File: src/rtl/mmio_responder_if.sv
// Core-side memory port: one request/acknowledge transfer of one byte.
// The core drives the request side (master); mmio_responder answers (slave).
interface mmio_responder_if;
    logic       req;    // request, held until ack
    logic       we;     // 1 = store, 0 = load/fetch
    logic [7:0] addr;   // byte address
    logic [7:0] wdata;  // store data
    logic [7:0] rdata;  // load data, non-zero only while ack is high
    logic       ack;    // one-cycle completion pulse

    modport master (output req, we, addr, wdata, input rdata, ack);
    modport slave  (input req, we, addr, wdata, output rdata, ack);
endinterface

File: src/rtl/mmio_responder.sv
// Memory-side responder for the 8-bit core: RAM plus a small I/O window
// (button events, live buttons, DIP switches, LED register) at 0xFC..0xFF.
// Board inputs are synchronized and debounced here; button presses are
// latched as sticky events that clear when 0xFC is read.
module mmio_responder #(
    parameter int RAM_WORDS       = 252,     // RAM at 0x00..RAM_WORDS-1, at most 252
    parameter int DEBOUNCE_CYCLES = 120000,  // stable cycles before a debounced bit moves
    parameter int CNT_W           = 17       // 2**CNT_W must exceed DEBOUNCE_CYCLES
) (
    input  logic                   CLK_12MHz,
    input  logic                   Reset,
    mmio_responder_if.slave        bus,
    input  logic [5:0]             Switch,    // push-buttons, 0 = pressed
    input  logic [7:0]             DPSwitch,  // DIP switches, 1 = on
    output logic [7:0]             LED
);

    localparam int               N_IN      = 14;  // 6 buttons + 8 DIP bits
    localparam int               RAM_AW    = (RAM_WORDS > 1) ? $clog2(RAM_WORDS) : 1;
    localparam logic [7:0]       RAM_LIMIT = 8'(RAM_WORDS);
    localparam logic [CNT_W-1:0] CNT_MAX   = CNT_W'(DEBOUNCE_CYCLES - 1);

    localparam logic [7:0] ADDR_EVENTS  = 8'hFC;
    localparam logic [7:0] ADDR_BUTTONS = 8'hFD;
    localparam logic [7:0] ADDR_DIP     = 8'hFE;
    localparam logic [7:0] ADDR_LED     = 8'hFF;

    typedef enum logic {
        IDLE = 1'b0,
        RESP = 1'b1
    } state_t;

    state_t           state, state_next;
    logic             capture;
    logic             we_q;
    logic [7:0]       addr_q;
    logic [7:0]       wdata_q;
    logic [7:0]       read_val;
    logic             ram_we, led_we, ev_clear;
    logic [RAM_AW-1:0] ram_idx;
    logic [7:0]       ram [RAM_WORDS];

    // Input conditioning. Buttons are inverted on entry so every stage holds
    // "pressed" polarity and the all-zero reset state means "released".
    logic [N_IN-1:0]  raw_in;
    logic [N_IN-1:0]  sync1, sync2;
    logic [N_IN-1:0]  db, db_next;
    logic [CNT_W-1:0] cnt [N_IN];
    logic [CNT_W-1:0] cnt_next [N_IN];
    logic [5:0]       pressed, rise;
    logic [7:0]       dip;
    logic [5:0]       ev;

    assign raw_in  = {DPSwitch, ~Switch};
    assign pressed = db[5:0];
    assign dip     = db[13:6];
    // A press is registered on the same edge its debounced bit rises.
    assign rise    = db_next[5:0] & ~db[5:0];

    assign ram_idx  = addr_q[RAM_AW-1:0];
    assign ram_we   = (state == RESP) && we_q && (addr_q < RAM_LIMIT);
    assign led_we   = (state == RESP) && we_q && (addr_q == ADDR_LED);
    assign ev_clear = (state == RESP) && !we_q && (addr_q == ADDR_EVENTS);

    // Handshake state register; Reset drops any transfer in flight.
    always_ff @(posedge CLK_12MHz or posedge Reset) begin
        // NOTE: sequential state uses non-blocking (<=) so every flop samples
        // pre-edge values regardless of statement order between blocks.
        if (Reset) state <= IDLE;
        else       state <= state_next;
    end

    // Next state and bus outputs: accept in IDLE, answer for one cycle in RESP.
    always_comb begin
        // NOTE: every output gets a default before the case so no path leaves
        // a signal unassigned, which would infer a latch.
        state_next = state;
        capture    = 1'b0;
        bus.ack    = 1'b0;
        bus.rdata  = 8'h00;
        case (state)
            IDLE: begin
                if (bus.req) begin
                    capture    = 1'b1;
                    state_next = RESP;
                end
            end
            RESP: begin
                bus.ack    = 1'b1;
                if (!we_q) bus.rdata = read_val;
                state_next = IDLE;
            end
            default: state_next = IDLE;
        endcase
    end

    // Request capture: addr/we/wdata frozen when IDLE accepts a request.
    always_ff @(posedge CLK_12MHz or posedge Reset) begin
        if (Reset) begin
            we_q    <= 1'b0;
            addr_q  <= 8'h00;
            wdata_q <= 8'h00;
        end else if (capture) begin
            we_q    <= bus.we;
            addr_q  <= bus.addr;
            wdata_q <= bus.wdata;
        end
    end

    // Load data mux over the full 8-bit address map; unmapped reads give 0.
    always_comb begin
        read_val = 8'h00;
        if (addr_q < RAM_LIMIT) begin
            read_val = ram[ram_idx];
        end else begin
            case (addr_q)
                ADDR_EVENTS:  read_val = {2'b00, ev};
                ADDR_BUTTONS: read_val = {2'b00, pressed};
                ADDR_DIP:     read_val = dip;
                ADDR_LED:     read_val = LED;
                default:      read_val = 8'h00;
            endcase
        end
    end

    // RAM write port, committed on the RESP edge of a store.
    always_ff @(posedge CLK_12MHz) begin
        // NOTE: the array has no reset; clearing it would turn the RAM into
        // flops, and software must initialise what it reads.
        if (ram_we) ram[ram_idx] <= wdata_q;
    end

    // LED register, written by stores to 0xFF.
    always_ff @(posedge CLK_12MHz or posedge Reset) begin
        if (Reset)       LED <= 8'h00;
        else if (led_we) LED <= wdata_q;
    end

    // Per-bit debounce: count mismatched cycles, adopt the input at CNT_MAX.
    always_comb begin
        for (int i = 0; i < N_IN; i++) begin
            db_next[i]  = db[i];
            cnt_next[i] = cnt[i];
            if (sync2[i] == db[i]) begin
                cnt_next[i] = '0;
            end else if (cnt[i] == CNT_MAX) begin
                db_next[i]  = sync2[i];
                cnt_next[i] = '0;
            end else begin
                cnt_next[i] = cnt[i] + CNT_W'(1);
            end
        end
    end

    // Two-flop synchronizer and debounce state.
    always_ff @(posedge CLK_12MHz or posedge Reset) begin
        if (Reset) begin
            sync1 <= '0;
            sync2 <= '0;
            db    <= '0;
            cnt   <= '{default: '0};
        end else begin
            sync1 <= raw_in;
            sync2 <= sync1;
            db    <= db_next;
            cnt   <= cnt_next;
        end
    end

    // Sticky button events; a press on the clearing edge survives the clear.
    always_ff @(posedge CLK_12MHz or posedge Reset) begin
        if (Reset) ev <= 6'b0;
        else       ev <= (ev & ~{6{ev_clear}}) | rise;
    end

endmodule

File: src/flat_wrapper.sv
// flat-port wrapper written by rule: the top's interface ports become plain ports
module mmio_responder_flat 
#(
    parameter int RAM_WORDS       = 252,                                             
    parameter int DEBOUNCE_CYCLES = 120000,                                               
    parameter int CNT_W           = 17                                              
)
  (CLK_12MHz, Reset, Switch, DPSwitch, LED, bus_req, bus_we, bus_addr, bus_wdata, bus_rdata, bus_ack);
  mmio_responder_if bus_i ();
  input  logic CLK_12MHz;
  input  logic Reset;
  input  logic [5:0] Switch;
  input  logic [7:0] DPSwitch;
  output logic [7:0] LED;
  input wire logic [$bits(bus_i.req)-1:0] bus_req;
  input wire logic [$bits(bus_i.we)-1:0] bus_we;
  input wire logic [$bits(bus_i.addr)-1:0] bus_addr;
  input wire logic [$bits(bus_i.wdata)-1:0] bus_wdata;
  output wire logic [$bits(bus_i.rdata)-1:0] bus_rdata;
  output wire logic [$bits(bus_i.ack)-1:0] bus_ack;
  assign bus_i.req = bus_req;
  assign bus_i.we = bus_we;
  assign bus_i.addr = bus_addr;
  assign bus_i.wdata = bus_wdata;
  assign bus_rdata = bus_i.rdata;
  assign bus_ack = bus_i.ack;
  mmio_responder #(.RAM_WORDS(RAM_WORDS), .DEBOUNCE_CYCLES(DEBOUNCE_CYCLES), .CNT_W(CNT_W)) u_core (.CLK_12MHz(CLK_12MHz), .Reset(Reset), .bus(bus_i), .Switch(Switch), .DPSwitch(DPSwitch), .LED(LED));
endmodule
File: config.mk
export PLATFORM = sky130hd
export DESIGN_NAME = mmio_responder_flat
export DESIGN_NICKNAME = d
export VERILOG_FILES = /design/src/rtl/mmio_responder_if.sv /design/src/rtl/mmio_responder.sv /design/src/flat_wrapper.sv
export SDC_FILE = /design/constraint.sdc
export NUM_CORES = 2
export LEC_CHECK = 0
export ABC_AREA = 1
export ABC_CLOCK_PERIOD_IN_PS = 10750
export BUFFER_PORTS_ARGS = -buffer_cell sky130_fd_sc_hd__buf_2
export CORE_MARGIN = 1.5
export CORE_UTILIZATION = 54
export DETAILED_ROUTE_END_ITERATION = 6
export GPL_TIMING_DRIVEN = 0
export PLACE_DENSITY = 0.7
export REMOVE_ABC_BUFFERS = 1
export SLEW_MARGIN = 20
export SYNTH_ARGS = -nofsm -noshare
export SYNTH_HDL_FRONTEND = slang
export SYNTH_SLANG_ARGS = --single-unit
export TNS_END_PERCENT = 10
File: constraint.sdc
create_clock -name CLK_12MHz -period 10.75 [get_ports CLK_12MHz]
set_input_delay 1.075 -clock CLK_12MHz [delete_from_list [all_inputs] [get_ports CLK_12MHz]]
set_output_delay 1.075 -clock CLK_12MHz [all_outputs]
set_load 0.05 [all_outputs]
==> summary.md <==
| Metric | Value |
|---|---|
| Clock-pin transition on the worst setup and hold timing paths | 0.06 ns |
| Failing checks | DRC |
| DR WL/cell | 20.61 um |
| Routed Antenna Nets | 0 |
| Longest Clk Path Bufs | 3 |
| Synth top area share | 0.6259 |
| Die Span X | 426.2 um |
| Die area | 0.1817 mm2 |
| Flop and latch count out of synthesis | 2328 |
| Compound-Gate Fraction of Synth Area | 0.02180 |
| Adder-Cell Fraction of Synth Area | 0.001811 |
| Design Power | 0.02058 W |
| Fillers | 13690 |
| Global route overflow | 0 |
| Largest family of logic cells by synthesized area | simple AND/OR/NAND/NOR gates |
| Synth Area in XOR/XNOR | 0.005976 |
| Syn. warnings | 0 |
| Dominant cell type by area after synthesis | edfxtp_1 |
| Core footprint | 0.1782 mm2 |
| Layout cells sized above 1 | 0.05703 |
| CP arrival | 7.04 ns |
| Sw frac | 0.2597 |
| Crit share post-route | 0.7545 |
| Clk root buf | clkbuf_16 |
| Outcome | complete, but fails checks |
| Clk pwr share | 0.383 |
| Final core occ | 0.6088 |
| Max incr delay on CP | 0.65 ns |
| Num ports | 51 |
| RSZ-0062 raised after global routing | no |
| CTS Hold Bufs | 0 |
| Antenna Cells | 0 |
| Storage element area | 0.06838 mm2 |
| Hold Violations, Final | 0 |
| CTS tree | built |
| Pwr Density | 189.6 mW/mm2 |
| Worst-path cell chain | buf_16 > buf_16 > buf_16 > inv_8 > buf_16 > buf_16 > buf_16 > nor2_4 > buf_12 > buf_16 > nand2_1 > nand4_1 > nand2_1 > nand2_1 > nor2_1 > nor2_1 > nor2_1 > nand2_1 > nand2_1 > nand2_1 > nor2_1 > nor2_1 > buf_2 |
| Most common cell in the netlist | nand2_1 |
| CP Buf/Inv Count | 10 |
| Psw | 0.005344 W |
| Crit Path Class | reg2out |
| DRC viols | 5 |
| Sequential power share | 0.493 |
| Post-synth EDFFs | 2016 |
| Number of setup buffers added after CTS | 0 |
| Synth Instances | 9352 |
| Setup Viol. Count Final | 0 |
| Tmin final | 8.111 ns |
| Fin Clk Skew | 0.06610 ns |
| Worst Tran Pin Value | 1.190 ns |
| Mapped Avg Cell Area | 10.34 um2 |
| Row count | 155 |
| Gate power share | 0.123 |
| Pint | 0.01523 W |
| Fmax | 123.3 MHz |
| DR iter-0 viols | 7256 |
| CP required | 9.68 ns |
| CP delay by family, top | buffers and inverters |
| Synth top cells by count | nand2_1, edfxtp_1, nor2_1 |
| Crit-path max FO | 111 |
| Crit path capture type | output port |
| Grt met2 use | 0.4409 |
| HPWL after DPL | 147.8 mm |
| Sequential share of the synthesized area | 0.7066 |
| Multi-input logic area | 0.02569 mm2 |
| Ranking of synthesized cells by area | edfxtp_1, nand2_1, dfrtp_1 |
| First-pass GRT wire length | 370.1 mm |
| Pin count of the biggest net entering global routing | 127 |
| Clock latency on the worst-skew pair | 0.86 ns |
| Hold slack final | 0.2450 ns |
| Synth cell types | 38 |
| Slew Limit Fails | 0 |
| Setup crit start kind | flop |
| RePlAce Congestion | 0.8167 |
| Via count | 65800 |
| GR peak layer | met2 |
| Leakage | 43.18 nW |
| Worst vdd rail ir drop | 0.1773 mV |
| Vias in the first global route | 62990 |
| Cell mode on critical path | buf_16 |
| Top_reg_cell synth | edfxtp_1 |
| Initial antenna violation count | 8 |
| Setup TNS | 0 ns |
| P&R area growth vs syn | 12.18% |
| Rel. slew slack | 0.2040 |
| Htree depth | 4 |
| Clock net sink count | 2328 |
| GR met1 Demand/Resource | 0.3607 |
| Fin nets | 9379 |
| Port Buf Inserts | 50 |
| Hold Crit Class | in2async |
| Max_cap viols | 0 |
| Resized cells post-CTS | 0 |
| Total track usage | 0.2681 |
| Routed Wire Length | 244.8 mm |
| Slowest cell on the critical path | dfrtp_4 |
| Die height | 426.2 um |
| Synthesized cell area | 0.09673 mm2 |
| Mux share of post-synthesis cell area | 0.0003493 |
| Initial core utilization | 0.5427 |
| Cts bufs inserted | 228 |
| GRT met3 Usage | 0.03914 |
| Simple-gate share of the synthesized area | 0.2341 |
| DRT Pass-1 Iters | 7 |
| Routed vias/inst | 5.540 |
| Post-synth ARST share | 0.1340 |
-- path summary, 6_finish.rpt --
path | slack, ns | startpoint | cells after the start | to
max | 2.64 | u_core.addr_q[0] | 23 | bus_rdata[5]
min | 0.25 | Reset | 2 | u_core.cnt[36]
max reg2reg | 4.33 | u_core.addr_q[0] | 13 | u_core.ram[41][6]
min reg2reg | 0.35 | u_core.sync1[0] | 0 | u_core.sync2[0]
max in group asynchronous | 9.66 | Reset | 3 | u_core.wdata_q[3]
min in group CLK_12MHz | 0.33 | DPSwitch[7] | 1 | u_core.sync1[13]
-- layout by cell type (no fill, tap or decap), drive strengths merged, types with 5 or more instances in the layout --
cell type | netlist | final
a211oi | 9 | 9
a21oi | 178 | 178
buf | 168 | 159
bufinv | 0 | 22
clkbuf | 242 | 281
clkinv | 0 | 106
clkinvlp | 0 | 7
dfrtp | 312 | 312
edfxtp | 2016 | 2016
ha | 14 | 14
inv | 298 | 302
nand2 | 4585 | 4585
nand3 | 210 | 210
nand4 | 105 | 105
nor2 | 808 | 808
nor3 | 80 | 80
nor3b | 15 | 15
nor4 | 19 | 19
o211ai | 5 | 5
o21ai | 191 | 191
xnor2 | 26 | 26
xor2 | 40 | 40
-- through the flow --
| step | std cells | setup WS, ns | cell area (um2) |
|---|---|---|---|
| global route | 11880 | 2.398 | 108500 |
| finish | 11880 | 2.639 | 108500 |
| CTS | 11880 | 2.631 | 108500 |
| floorplan | 8942 | -27.71 | 95000 |
| global placement | 11350 | -116.56 | 98200 |
| detailed placement | 11460 | 3.556 | 101100 |
-- per-layer routing --
| layer | vias up | routed length [um] | part of all wire |
|---|---|---|---|
| met2 | 2872 | 117200 | 0.48 |
| met3 | 556 | 20920 | 0.085 |
| met5 | - | 42 | 0.00017 |
| met1 | 31590 | 96300 | 0.39 |
| met4 | 6 | 10310 | 0.042 |
| li1 | 30770 | - | - |
-- cell families after synthesis --
family                   Yosys count
AND/OR/NAND/NOR                 5830
flip-flops                      2328
buffers and inverters            708
AO/OA/AOI/OAI                    403
XOR/XNOR                          66
adder cells (fa/ha/maj)           14
multiplexers                       3
-- power by group through the flow --
stage / combinational, W / sequential, W / clock, W
6_report: 0.00254 / 0.0102 / 0.00789
5_1_grt: 0.00275 / 0.0102 / 0.00830
4_1_cts: 0.00251 / 0.0102 / 0.00795
3_5_place_dp: 0.00250 / 0.0103 / 0
3_3_place_gp: 0.00253 / 0.0109 / 0
2_1_floorplan: 0.00145 / 0.0106 / 0
-- cell type report --
cell class,count,area share
clock buffer,281,0.05547
clock inverter,139,0.01268
inverter,298,0.01072
multi-input combinational,6316,0.2368
sequential,2328,0.6302
tap,2355,0.02716
timing repair buffer,159,0.02691
-- registers in the layout (all words and copies together), names as in the netlist, 6 cells and up --
register        flops
u_core.addr_q       8
u_core.db          14
u_core.cnt        238
u_core.wdata_q      8
u_core.ram       2016
u_core.sync2       14
u_core.ev           6
u_core.sync1       14
u_core.LED          8
No activity file was read; power rests on OpenSTA's default activity.
